--- src/rtl/clarvi_slice_sequencer.sv ---
`default_nettype none
// ============================================================================
//  Module   : clarvi_slice_sequencer
//  Purpose  : Issue side of the 16-bit sliced ALU. Takes one full 64-bit (or
//             RV64 32-bit "W") operation, drives the ALU for four beats with
//             one 16-bit operand slice per beat in the part order the op
//             needs, and collects the four 16-bit results into a 64-bit
//             writeback value.
//  Revision : 1.0 - initial release
// ----------------------------------------------------------------------------
//  Ports
//    clock          in   1        clock
//    reset          in   1        synchronous, active-low
//    req_valid_i    in   1        operation request valid
//    req_ready_o    out  1        sequencer can accept a request
//    req_instr_i    in   instr_t  decoded instruction (instr_part ignored)
//    req_rs1_i      in   64       full rs1 value
//    req_rs2_i      in   64       full rs2 value
//    alu_instr_o    out  instr_t  latched instruction, instr_part per beat
//    alu_rs1_o      out  SLICE_W  rs1 slice for the current part
//    alu_rs2_o      out  SLICE_W  rs2 slice for the current part
//    alu_stall_o    out  1        low only on issue beats
//    alu_result_i   in   SLICE_W  ALU combinational result for this beat
//    rsp_valid_o    out  1        assembled result valid
//    rsp_ready_i    in   1        consumer takes the result
//    rsp_result_o   out  64       assembled result
// ============================================================================

// Shared decoded-instruction types. They live in the compilation unit so the
// ALU, the sequencer and their users see one definition.
typedef enum logic [3:0] {
  OP_ADD  = 4'd0,
  OP_SUB  = 4'd1,
  OP_SLT  = 4'd2,
  OP_SLTU = 4'd3,
  OP_XOR  = 4'd4,
  OP_OR   = 4'd5,
  OP_AND  = 4'd6,
  OP_SLL  = 4'd7,
  OP_SRL  = 4'd8,
  OP_SRA  = 4'd9
} alu_op_e;

typedef struct packed {
  alu_op_e     op;
  logic        is32_bit_op;
  logic [63:0] immediate;
  logic [63:0] pc;
  logic [1:0]  instr_part;
} instr_t;

module clarvi_slice_sequencer #(
  parameter int SLICE_W     = 16,    // only 16 is supported (four parts)
  parameter bit EARLY_READY = 1'b0   // accept a new op in RESP when rsp_ready_i
) (
  input  logic               clock,
  input  logic               reset,
  input  logic               req_valid_i,
  output logic               req_ready_o,
  input  instr_t             req_instr_i,
  input  logic [63:0]        req_rs1_i,
  input  logic [63:0]        req_rs2_i,
  output instr_t             alu_instr_o,
  output logic [SLICE_W-1:0] alu_rs1_o,
  output logic [SLICE_W-1:0] alu_rs2_o,
  output logic               alu_stall_o,
  input  logic [SLICE_W-1:0] alu_result_i,
  output logic               rsp_valid_o,
  input  logic               rsp_ready_i,
  output logic [63:0]        rsp_result_o
);

  typedef enum logic [1:0] {
    S_IDLE  = 2'd0,
    S_ISSUE = 2'd1,
    S_RESP  = 2'd2
  } state_e;

  state_e      state_q, state_d;
  logic [1:0]  beat_q,  beat_d;
  instr_t      instr_q, instr_d;
  logic [63:0] rs1_q,   rs1_d;
  logic [63:0] rs2_q,   rs2_d;
  logic [63:0] res_q,   res_d;

  logic [1:0]  part;        // slice index driven on this beat
  logic [5:0]  slice_lsb;   // bit offset of that slice

  // --------------------------------------------------------------------------
  // Part order. Comparisons resolve from the most significant slice down, and
  // right shifts need the higher slices before the lower ones. For W shifts
  // the low word is done high-half first, then the upper parts (which the ALU
  // fills with sign extension) follow. ~k is 3-k for a 2-bit counter, and
  // flipping bit 0 gives the 1,0,3,2 order.
  // --------------------------------------------------------------------------
  always_comb begin
    part = beat_q;
    if ((instr_q.op == OP_SLT) || (instr_q.op == OP_SLTU)) begin
      part = ~beat_q;
    end else if ((instr_q.op == OP_SRL) || (instr_q.op == OP_SRA)) begin
      part = instr_q.is32_bit_op ? {beat_q[1], ~beat_q[0]} : ~beat_q;
    end
  end

  assign slice_lsb = {part, 4'b0000};

  // Slices and instruction always reflect the latched op, so nothing the ALU
  // sees is ever undefined, even while it is stalled.
  assign alu_rs1_o    = rs1_q[slice_lsb +: SLICE_W];
  assign alu_rs2_o    = rs2_q[slice_lsb +: SLICE_W];
  assign rsp_result_o = res_q;

  always_comb begin
    alu_instr_o            = instr_q;
    alu_instr_o.instr_part = part;
  end

  // --------------------------------------------------------------------------
  // Next-state and outputs
  // --------------------------------------------------------------------------
  always_comb begin
    state_d     = state_q;
    beat_d      = beat_q;
    instr_d     = instr_q;
    rs1_d       = rs1_q;
    rs2_d       = rs2_q;
    res_d       = res_q;
    req_ready_o = 1'b0;
    alu_stall_o = 1'b1;
    rsp_valid_o = 1'b0;

    unique case (state_q)
      S_IDLE: begin
        req_ready_o = 1'b1;
        if (req_valid_i) begin
          instr_d = req_instr_i;
          rs1_d   = req_rs1_i;
          rs2_d   = req_rs2_i;
          beat_d  = 2'd0;
          state_d = S_ISSUE;
        end
      end

      S_ISSUE: begin
        alu_stall_o                   = 1'b0;
        res_d[slice_lsb +: SLICE_W]   = alu_result_i;
        if (beat_q == 2'd3) begin
          state_d = S_RESP;
        end else begin
          beat_d = beat_q + 2'd1;
        end
      end

      S_RESP: begin
        rsp_valid_o = 1'b1;
        req_ready_o = EARLY_READY && rsp_ready_i;
        if (rsp_ready_i) begin
          state_d = S_IDLE;
          if (EARLY_READY && req_valid_i) begin
            instr_d = req_instr_i;
            rs1_d   = req_rs1_i;
            rs2_d   = req_rs2_i;
            beat_d  = 2'd0;
            state_d = S_ISSUE;
          end
        end
      end

      default: begin
        state_d = S_IDLE;
      end
    endcase
  end

  // --------------------------------------------------------------------------
  // State registers; reset discards any op in flight.
  // --------------------------------------------------------------------------
  always_ff @(posedge clock) begin
    if (!reset) begin
      state_q <= S_IDLE;
      beat_q  <= 2'd0;
      instr_q <= '0;
      rs1_q   <= 64'd0;
      rs2_q   <= 64'd0;
      res_q   <= 64'd0;
    end else begin
      state_q <= state_d;
      beat_q  <= beat_d;
      instr_q <= instr_d;
      rs1_q   <= rs1_d;
      rs2_q   <= rs2_d;
      res_q   <= res_d;
    end
  end

endmodule

`default_nettype wire
--- config.mk ---
export PLATFORM = sky130hd
export DESIGN_NAME = clarvi_slice_sequencer
export DESIGN_NICKNAME = d
export VERILOG_FILES = /design/src/rtl/clarvi_slice_sequencer.sv
export SDC_FILE = /design/constraint.sdc
export NUM_CORES = 1
export LEC_CHECK = 0
export BUFFER_PORTS_ARGS = -buffer_cell sky130_fd_sc_hd__buf_2
export CAP_MARGIN = 20
export CORE_AREA = 2 2 202 204
export DETAILED_ROUTE_END_ITERATION = 12
export DIE_AREA = 0 0 204 206
export HOLD_SLACK_MARGIN = 0.03
export SYNTH_ARGS = -nofsm -noshare
export SYNTH_HDL_FRONTEND = slang
export SYNTH_SLANG_ARGS = --single-unit
--- constraint.sdc ---
create_clock -name clock -period 2.8 [get_ports clock]
set_input_delay 0.84 -clock clock [delete_from_list [all_inputs] [get_ports clock]]
set_output_delay 0.84 -clock clock [all_outputs]
set_load 0.02 [all_outputs]
==> flow_summary.json, run 1 <==
{
  "status": "finished, violations left",
  "failed_checks": "negative setup slack",
  "fmax_mhz": 310,
  "gr-max-usage-layer": "met2",
  "ir_worst_vdd_uv": 396,
  "p_comb_share_pct": 15.2,
  "fin_setup_tns_ns": -13.34,
  "maxCapViolations": 0,
  "crit_slowest_cell": "mux4_2",
  "dr.pass1.iters": 5,
  "endpoint_kind": "primary output",
  "maxSlewHeadroom_pct": 46.2,
  "core-area_um2": 40200,
  "fin_total_pwr_uw": 11700,
  "layoutNonFillerInstCount": 2482,
  "final_antenna_net_count": 0,
  "use_met3_pct": 6.50,
  "grt_pass1_wl_um": 61400,
  "syn-instance-count": 1432,
  "drt_drc_violations_left": 0,
  "p_int_uw": 8550,
  "wirelength_um": 42200,
  "clk_pin_slew_ns": 0.06,
  "cpPeakStageDelay_ns": 0.52,
  "yosysSeqAreaShare_pct": 51.1,
  "min_path_type": "flop to flop",
  "syn_area_um2": 12900,
  "syn_area_per_cell_um2": 9.00,
  "drtIter0Drc": 584,
  "cts-root-buf": "clkbuf_16",
  "synth_top_area_share_pct": 51.1,
  "maxSlewViolCount": 0,
  "gr-usage-met1_pct": 21.9,
  "grt.total_usage_pct": 18.7,
  "synth_nets": 1719,
  "ios": 517,
  "rsz0062_at_grt": "yes",
  "synth_ff_type": "dfxtp_1",
  "fin_util_pct": 44.1,
  "power.density_nw_per_um2": 659,
  "start_kind": "flop",
  "switching_power_uw": 3130,
  "yosysWarnings": 0,
  "vias_per_cell": 4.69,
  "dp.cells": 2397,
  "synth-edff-count": 0,
  "portBuffers": 514,
  "swShare_pct": 26.8,
  "numCtsBuffers": 38,
  "grt_max_degree": 156,
  "num_rows": 74,
  "die_area_um2": 42000,
  "die_w_um": 204,
  "worst_pin_slew_ns": 0.807,
  "grt_pass1_vias": 10800,
  "fillers": 3988,
  "cp_cell_sequence": "xnor2_4 -> o21a_2 -> nor2_4 -> buf_12 -> clkbuf_16 -> mux4_2 -> buf_6",
  "cp_max_fo": 8,
  "dp_hpwl_um": 29500,
  "clock_power_share_pct": 41.7,
  "grt_overflow": 0,
  "clock-sinks": 329,
  "grt_use_met2_pct": 31.9,
  "area_delta_synth_final_pct": 37.6,
  "start_util_pct": 32.1,
  "cts_tree": "built",
  "async_flop_share_pct": 0,
  "hold_slack_ns": 0.456,
  "seq_power_share_pct": 43.1,
  "crit_arrival_ns": 2.39,
  "final-setup-viol-count": 34,
  "synthDistinctLibCells": 35,
  "place_congestion": 0.807,
  "skew_ns": 0.0110,
  "vias": 11600,
  "antenna_found_initial": 9,
  "h-tree-depth": 2,
  "critical_path_class": "flop to primary output",
  "p_leak_uw": 0.00803,
  "synth_area_leaders": "dfxtp_1 (51%), nand2_1 (17%), a21boi_0 (15%), mux4_2 (5.6%), clkbuf_1 (2.7%)",
  "fin_nets": 2203,
  "yosys.area.top_type": "dfxtp_1",
  "clk_latency_ns": 0.55,
  "hold_violations": 0,
  "period_share_pct": 115,
  "max-clock-path-buffers": 3,
  "finalWorstSetupSlack_ns": -0.428,
  "wl_per_cell_um": 17.0,
  "required_ns": 1.96,
  "fin_crit_ns": 3.23,
  "dieHeight_um": 206,
  "drive_above_1_share_pct": 34.1,
  "synth_seq_cells": 329
}
==> power groups by stage <==
stage | sequential, uW | clock, uW | combinational [uW]
detailed placement | 5130 | 0 | 1640
global route | 5060 | 5200 | 1930
CTS | 5030 | 5020 | 1670
finish | 5030 | 4860 | 1780
global placement | 5120 | 0 | 1620
floorplan | 5260 | 0 | 814
==> Yosys cell counts, drive strengths merged, types with 5 or more instances <==
master and n:
a21boi 263, a22o 32, buf 14, clkbuf 94, dfxtp 329, inv 8
mux2i 33, mux4 32, nand2 588, nor2 6, nor2b 5, nor3b 5
==> metal layers <==
| metal | wire [um] | share of wire (%) | vias up |
|---|---|---|---|
| met1 | 17000 | 40 | 5466 |
| li1 | - | - | 5727 |
| met4 | 1120 | 2.7 | 10 |
| met2 | 20600 | 49 | 352 |
| met5 | 62 | 0.15 | - |
| met3 | 3470 | 8.2 | 77 |
==> state kept, by name, indices dropped and copies added (netlist names) <==
name and count:
alu_instr_o 133, state_q 2, rs2_q 64, beat_q 2
rs1_q 64, rsp_result_o 64
==> through the flow <==
stage,worst slack (ns),area [um^2]
floorplan,0.00137,12900
global placement,0.0668,16100
CTS,-0.478,17400
finish,-0.428,17700
detailed placement,0.0186,16100
global route,-0.521,17700
==> kinds of logic (layout without fill, tap and decap cells) <==
| group | count (synthesis) | in the layout | share of synthesized area, % |
|---|---|---|---|
| flops | 329 | 329 | 51.1 |
| fa+ha+maj | 4 | 4 | 0.388 |
| other cells | 0 | 5 | 0 |
| buf+inv | 116 | 629 | 3.66 |
| compound gates | 305 | 305 | 18.2 |
| mux | 65 | 65 | 8.16 |
| xor+xnor | 1 | 1 | 0.0680 |
| simple gates | 612 | 612 | 18.4 |
==> layout by cell type (no fill, tap or decap), types with 3 or more instances in the layout <==
cell type  instances
clkinv_2           7
mux2i_1           33
buf_4             21
a21boi_0         262
mux4_2            32
dfxtp_1          325
a22o_1            32
dfxtp_4            3
nor3b_2            3
inv_6              4
nor2_4             3
buf_6             27
clkbuf_16         42
nor2b_1            5
inv_1              7
ha_1               4
buf_2            485
diode_2            5
clkbuf_8           5
nor2_1             3
buf_12            14
clkbuf_1          10
nand2_1          587
==> layout make-up <==
type / instances / area (um^2) / area share (%)
antenna: 5 / 12.5 / 0.0706
inverter: 8 / 35.0 / 0.198
timing repair buffer: 552 / 3300 / 18.6
tap: 532 / 666 / 3.75
clock inverter: 16 / 163 / 0.917
multi-input combinational: 987 / 5900 / 33.3
sequential: 329 / 6600 / 37.2
clock buffer: 53 / 1060 / 5.96
==> path summary, 6_finish.rpt <==
kind / slack [ns] / cells after the start / from / to
setup / recovery: -0.43 / 7 / alu_instr_o[134]$_SDFFE_PN0P_ / alu_rs2_o[7]
hold reg to reg: 0.46 / 2 / rsp_result_o[59]$_SDFFE_PN0P_ / rsp_result_o[59]$_SDFFE_PN0P_
hold / removal: 0.46 / 2 / rsp_result_o[59]$_SDFFE_PN0P_ / rsp_result_o[59]$_SDFFE_PN0P_
setup reg to reg: 0.18 / 10 / alu_instr_o[132]$_SDFFE_PN0P_ / rsp_result_o[13]$_SDFFE_PN0P_
==> repair_timing <==
item | in CTS | in global routing
hold buffers | 0 | 0
resized for setup | 18 | 65
endpoints found under the hold margin | 0 | 0
setup buffers | 2 | 5
cloned | 0 | 4
pin swaps | 0 | 3
endpoints found under the setup margin | 34 | 66
==> worst max-delay path: cells and delay by family (launching register included) <==
family	cells	cell delay (ns)
mux	1	0.52
buf+inv	3	0.45
simple gates	1	0.11
compound gates	1	0.23
flops	1	0.37
xor+xnor	1	0.16
No activity file was read; power rests on OpenSTA's default activity.
==> run 2, diff against run 1 <==
REMOVE_ABC_BUFFERS = 1   (was unset)
==> run 2 against run 1 <==
  * The run still ends with negative setup slack left
  * Hold slack worse by 0.0060 ns
  * Register-to-register slack lost 0.10 ns
  * Design area is 1.0% higher
  * Routed wire length down 4.9%
  * Die area unchanged
  * Clock skew down 0.0017 ns
  * Setup slack worse by 0.061 ns
  * Cell count increased by 0.40%
  * Via count up 0.11%
  * Combinational power about the same
  * Highest routed layer unchanged
==> flow_summary.json, run 2 (same netlist as run 1, synthesis figures left out) <==
{
  "status": "finished, violations left",
  "failed_checks": "negative setup slack",
  "fin_util_pct": 44.6,
  "grt_pass1_vias": 11400,
  "crit_slowest_cell": "mux4_2",
  "endpoint_kind": "primary output",
  "cp_max_fo": 5,
  "wl_per_cell_um": 16.1,
  "largest_register_ffs": 133,
  "grt_overflow": 0,
  "place_ws_ns": -0.0296,
  "portBuffers": 514,
  "antenna_found_initial": 7,
  "hp-start": "rsp_result_o[48]$_SDFFE_PN0P_",
  "max-clock-path-buffers": 3,
  "vias_per_cell": 4.67,
  "ios": 517,
  "num_rows": 74,
  "dp_hpwl_um": 27800,
  "hold_violations": 0,
  "wirelength_um": 40100,
  "hold_buffers": 0,
  "grt_max_degree": 130,
  "crit_arrival_ns": 2.45,
  "period_share_pct": 117,
  "final_antenna_net_count": 0,
  "critical_path_class": "flop to primary output",
  "drt_drc_violations_left": 0,
  "cts_tree": "built",
  "min_path_type": "flop to flop",
  "worst_pin_slew_ns": 0.602,
  "rsz0062_at_grt": "yes",
  "hold_slack_ns": 0.450,
  "fin_nets": 2217,
  "cpPeakStageDelay_ns": 0.55,
  "final_cell_mix": "nand2_1 (587), buf_2 (481), dfxtp_1 (326)",
  "place_congestion": 0.796,
  "clk_pin_slew_ns": 0.06,
  "dieHeight_um": 206,
  "power.density_nw_per_um2": 660,
  "grt.total_usage_pct": 18.3,
  "vias": 11600,
  "clock-sinks": 329,
  "maxSlewHeadroom_pct": 59.8,
  "dr.pass1.iters": 4,
  "clk_latency_ns": 0.53,
  "start_kind": "flop",
  "cts-root-buf": "clkbuf_16",
  "fmax_mhz": 304,
  "final_common_cell": "nand2_1",
  "min_path_cells": 2,
  "die_area_um2": 42000,
  "ir_worst_vdd_uv": 356,
  "maxSlewViolCount": 0,
  "final-setup-viol-count": 34,
  "fin_crit_ns": 3.29,
  "area_delta_synth_final_pct": 39.0,
  "crit_top_cell": "buf_12",
  "h-tree-depth": 2,
  "skew_ns": 0.00932,
  "drive_above_1_share_pct": 34.4,
  "grt_pass1_wl_um": 61500,
  "drtIter0Drc": 566,
  "min_to": "rsp_result_o[48]$_SDFFE_PN0P_",
  "rr_worst_depth": 15,
  "p_leak_uw": 0.00811,
  "core-area_um2": 40200,
  "maxCapViolations": 0,
  "die_w_um": 204,
  "finalWorstSetupSlack_ns": -0.489,
  "r2r-start": "alu_instr_o[132]$_SDFFE_PN0P_",
  "cp_cell_sequence": "xnor2_4 -> o21a_2 -> nor2_4 -> buf_12 -> buf_12 -> mux4_2 -> buf_6",
  "regToRegSetupSlack_ns": 0.08,
  "numCtsBuffers": 39,
  "required_ns": 1.96,
  "start_util_pct": 32.1,
  "r2r-end": "rsp_result_o[37]$_SDFFE_PN0P_"
}
## run 2: changes by cell type in the layout (fill, tap and decap cells not counted), moves of 2 or more
cell | before | now
buf_6 | 27 | 38
clkinv_4 | 2 | 0
ha_1 | 4 | 2
buf_4 | 21 | 26
buf_12 | 14 | 18
inv_6 | 4 | 1
clkbuf_8 | 5 | 9
buf_2 | 485 | 481
clkbuf_1 | 10 | 12
clkinv_2 | 7 | 1
## run 2: where the power goes
group          switching (uW)  internal, uW  total (uW)  leakage [uW]
Sequential                118          4920        5030       0.00269
Clock                    1960          3010        4970      0.000607
Combinational             993           822        1810       0.00481
Total                    3070          8740       11800       0.00811
## run 2: final cells by class
| type | count | area (um^2) |
|---|---|---|
| Antenna cell | 4 | 10.0 |
| Clock buffer | 62 | 1190 |
| Clock inverter | 5 | 58.8 |
| Fill cell | 4001 | 22300 |
| Inverter | 8 | 32.5 |
| Multi-Input combinational cell | 987 | 5910 |
| Sequential cell | 329 | 6600 |
| Tap cell | 532 | 666 |
| Timing Repair Buffer | 565 | 3440 |
## run 2: what timing repair did
action	CTS	global route
pin swaps	3	4
endpoints found under the setup margin	34	34
setup buffers	5	8
gates resized for setup	54	41
gates cloned	1	1
## run 2: through the flow
stage	TNS (ns)	area, um^2	power (uW)	std cells
after global routing	-17.46	17900	12400	2489
after CTS	-15.86	17700	11900	2482
after global placement	-0.00516	16200	6750	2409
after floorplan	-3187.26	12400	6120	1324
final	-14.40	17900	11800	2492
after detailed placement	-0.0437	16200	6780	2409
## run 2: critical path, delay by kind of cell (launching register included)
| family | cells | cell delay, ns |
|---|---|---|
| muxes | 1 | 0.55 |
| buffers and inverters | 3 | 0.45 |
| DFF | 1 | 0.37 |
| AOI/OAI and AO/OA | 1 | 0.23 |
| xor gates and xnor gates | 1 | 0.16 |
| and+or+nand+nor | 1 | 0.12 |
## run 2: routing by layer
metal	share of wire, %	GRT usage, %
met1	42	22.7
met5	0.10	0
met2	48	30.2
met4	2.7	7.30
met3	7.3	5.01
## run 2: worst max-delay path by stage
| stage | startpoint | end | slack, ns | depth (start not counted) |
|---|---|---|---|---|
| finish | alu_instr_o[132]$_SDFFE_PN0P_ | alu_rs1_o[9] | -0.49 | 7 |
| global route | alu_instr_o[132]$_SDFFE_PN0P_ | alu_rs1_o[9] | -0.58 | 7 |
| CTS | alu_instr_o[134]$_SDFFE_PN0P_ | alu_rs2_o[1] | -0.54 | 7 |
| detailed placement | alu_instr_o[132]$_SDFFE_PN0P_ | alu_rs2_o[6] | -0.03 | 6 |
| global placement | alu_instr_o[132]$_SDFFE_PN0P_ | alu_rs2_o[1] | -0.005 | 6 |
| floorplan | req_valid_i | beat_q[1]$_SDFFE_PN0P_ | -12.63 | 4 |
==> run 3, diff against run 2 <==
BUFFER_PORTS_ARGS = -buffer_cell sky130_fd_sc_hd__buf_4   (was -buffer_cell sky130_fd_sc_hd__buf_2)
==> run 3 against run 2 <==
  * Fmax is 1.5% higher
  * Largest cell class unchanged
  * The run still ends with negative setup slack left
  * Largest power group is now the clock network
  * Global-route usage up 0.33 points
  * Critical path type unchanged
  * Cell count shrank 0.44%
  * Register-to-register slack gained 0.06 ns
  * Power rose by 2.1%
  * Clock skew decreased by 0.0041 ns
  * Clock power rose by 2%
  * Sequential cell count stayed put
  * Combinational power increased by 7%
==> flow_summary.json, run 3 (same netlist as run 1, synthesis figures left out) <==
{
  "status": "finished, violations left",
  "failed_checks": "negative setup slack",
  "dieHeight_um": 206,
  "min_to": "rsp_result_o[9]$_SDFFE_PN0P_",
  "grt_pass1_vias": 11200,
  "area_delta_synth_final_pct": 47.4,
  "final_antenna_net_count": 0,
  "wirelength_um": 40900,
  "ios": 517,
  "vias_per_cell": 4.65,
  "min_path_type": "flop to flop",
  "rsz0062_at_grt": "yes",
  "fin_util_pct": 47.3,
  "drive_above_1_share_pct": 34.1,
  "die_w_um": 204,
  "cts-root-buf": "clkbuf_16",
  "final_common_cell": "nand2_1",
  "worst_pin_slew_ns": 0.771,
  "fin_crit_ns": 3.24,
  "maxSlewViolCount": 0,
  "endpoint_kind": "primary output",
  "finalWorstSetupSlack_ns": -0.441,
  "grt_pass1_wl_um": 62000,
  "crit_start": "alu_instr_o[134]$_SDFFE_PN0P_",
  "place_congestion": 0.795,
  "final_cell_mix": "nand2_1 (587), buf_4 (506), dfxtp_1 (326)",
  "drt_drc_violations_left": 0,
  "r2r-start": "alu_instr_o[133]$_SDFFE_PN0P_",
  "seq_power_share_pct": 41.8,
  "largest_register_ffs": 133,
  "vias": 11500,
  "power.density_nw_per_um2": 635,
  "clk_pin_slew_ns": 0.06,
  "layoutNonFillerInstCount": 2481,
  "h-tree-depth": 2,
  "rr_worst_depth": 12,
  "critical_path_class": "flop to primary output",
  "required_ns": 1.96,
  "numCtsBuffers": 39,
  "switching_power_uw": 3050,
  "skew_ns": 0.00526,
  "p_comb_share_pct": 16.0,
  "clock-sinks": 329,
  "fmax_mhz": 309,
  "antenna_found_initial": 3,
  "final-setup-viol-count": 34,
  "hold_buffers": 0,
  "grt.total_usage_pct": 18.6,
  "wl_per_cell_um": 16.5,
  "dr.pass1.iters": 4,
  "p_leak_uw": 0.00831,
  "dp_hpwl_um": 28300,
  "cts_tree": "built",
  "grt_max_degree": 173,
  "fillers": 3887,
  "r2r-end": "rsp_result_o[35]$_SDFFE_PN0P_",
  "dp.cells": 2404,
  "drtIter0Drc": 500,
  "num_rows": 74,
  "grt_overflow": 0,
  "maxCapViolations": 0,
  "ir_worst_vdd_uv": 475,
  "swShare_pct": 25.3,
  "start_util_pct": 32.1,
  "max-clock-path-buffers": 3,
  "crit_arrival_ns": 2.40,
  "clock_power_share_pct": 42.2,
  "start_kind": "flop",
  "core-area_um2": 40200,
  "regToRegSetupSlack_ns": 0.14,
  "cp_max_fo": 11,
  "portBuffers": 514,
  "period_share_pct": 116,
  "hold_violations": 0,
  "min_path_cells": 2,
  "die_area_um2": 42000,
  "hp-start": "rsp_result_o[9]$_SDFFE_PN0P_",
  "clk_latency_ns": 0.53,
  "maxSlewHeadroom_pct": 48.6,
  "p_int_uw": 9010,
  "fin_nets": 2208
}
[run 3: cell count changes in the layout (fill, tap and decap cells not counted), moves of 2 or more]
cell and delta:
buf_12 -2, buf_2 -481, buf_4 +480, buf_6 -6
clkbuf_1 -4, clkbuf_8 +2, dfxtp_2 +2, dfxtp_4 -2
ha_1 +2
[run 3: critical path: stages, from the launching register on]
cell and delay, ns:
dfxtp_2 0.34, xnor2_2 0.16, o21a_2 0.24, nor2_4 0.11, buf_12 0.14, buf_16 0.16, mux4_2 0.53, buf_6 0.15
[run 3: power groups by stage]
stage | sequential [uW] | clock, uW | combinational, uW
floorplan | 5260 | 0 | 852
global placement | 5130 | 0 | 1840
detailed placement | 5140 | 0 | 1860
CTS | 5040 | 5250 | 1960
global route | 5060 | 5460 | 2100
finish | 5040 | 5090 | 1930
[run 3: area by class of cell]
type | count | area [um^2] | share of cell area, %
Multi-Input combinational cell | 987 | 5870 | 30.9
Clock buffer | 60 | 1210 | 6.36
Timing Repair Buffer | 556 | 4530 | 23.9
Antenna cell | 3 | 7.51 | 0.0395
Clock inverter | 6 | 85.1 | 0.448
Sequential cell | 329 | 6590 | 34.7
Tap cell | 532 | 666 | 3.51
Inverter | 8 | 30.0 | 0.158
[run 3: how the worst max path moves through the flow]
stage | endpoint | slack, ns
after floorplan | beat_q[1]$_SDFFE_PN0P_ | -12.63
after global placement | alu_rs2_o[3] | -0.02
after detailed placement | alu_rs2_o[9] | 0.005
after CTS | alu_rs2_o[8] | -0.48
after global routing | alu_rs1_o[5] | -0.54
final | alu_rs2_o[8] | -0.44
[run 3: routing by layer]
layer	GRT usage, %	wire length [um]	up-vias
met5	0	17	-
met4	7.89	1290	2
met3	6.02	3300	75
met2	30.3	19500	359
met1	22.7	16700	5372
li1	-	-	5719
[run 3: metrics by stage]
step / instance area, um^2 / setup slack [ns] / power [uW] / hold slack, ns / setup TNS, ns
after floorplan: 12400 / -12.63 / 6120 / 0.440 / -3187.26
after global placement: 17400 / -0.0220 / 6970 / 0.446 / -0.0234
after detailed placement: 17400 / 0.00505 / 7000 / 0.455 / 0
after CTS: 19000 / -0.484 / 12300 / 0.462 / -14.27
after global routing: 19000 / -0.543 / 12600 / 0.481 / -16.56
final: 19000 / -0.441 / 12100 / 0.458 / -13.09
[run 3: what timing repair did]
| action | 4_1_cts | 5_1_grt |
|---|---|---|
| pin swaps | 4 | 0 |
| resized for setup | 40 | 2 |
| setup endpoints to repair | 34 | 34 |
| buffers inserted | 6 | 1 |
| gates cloned | 1 | 0 |
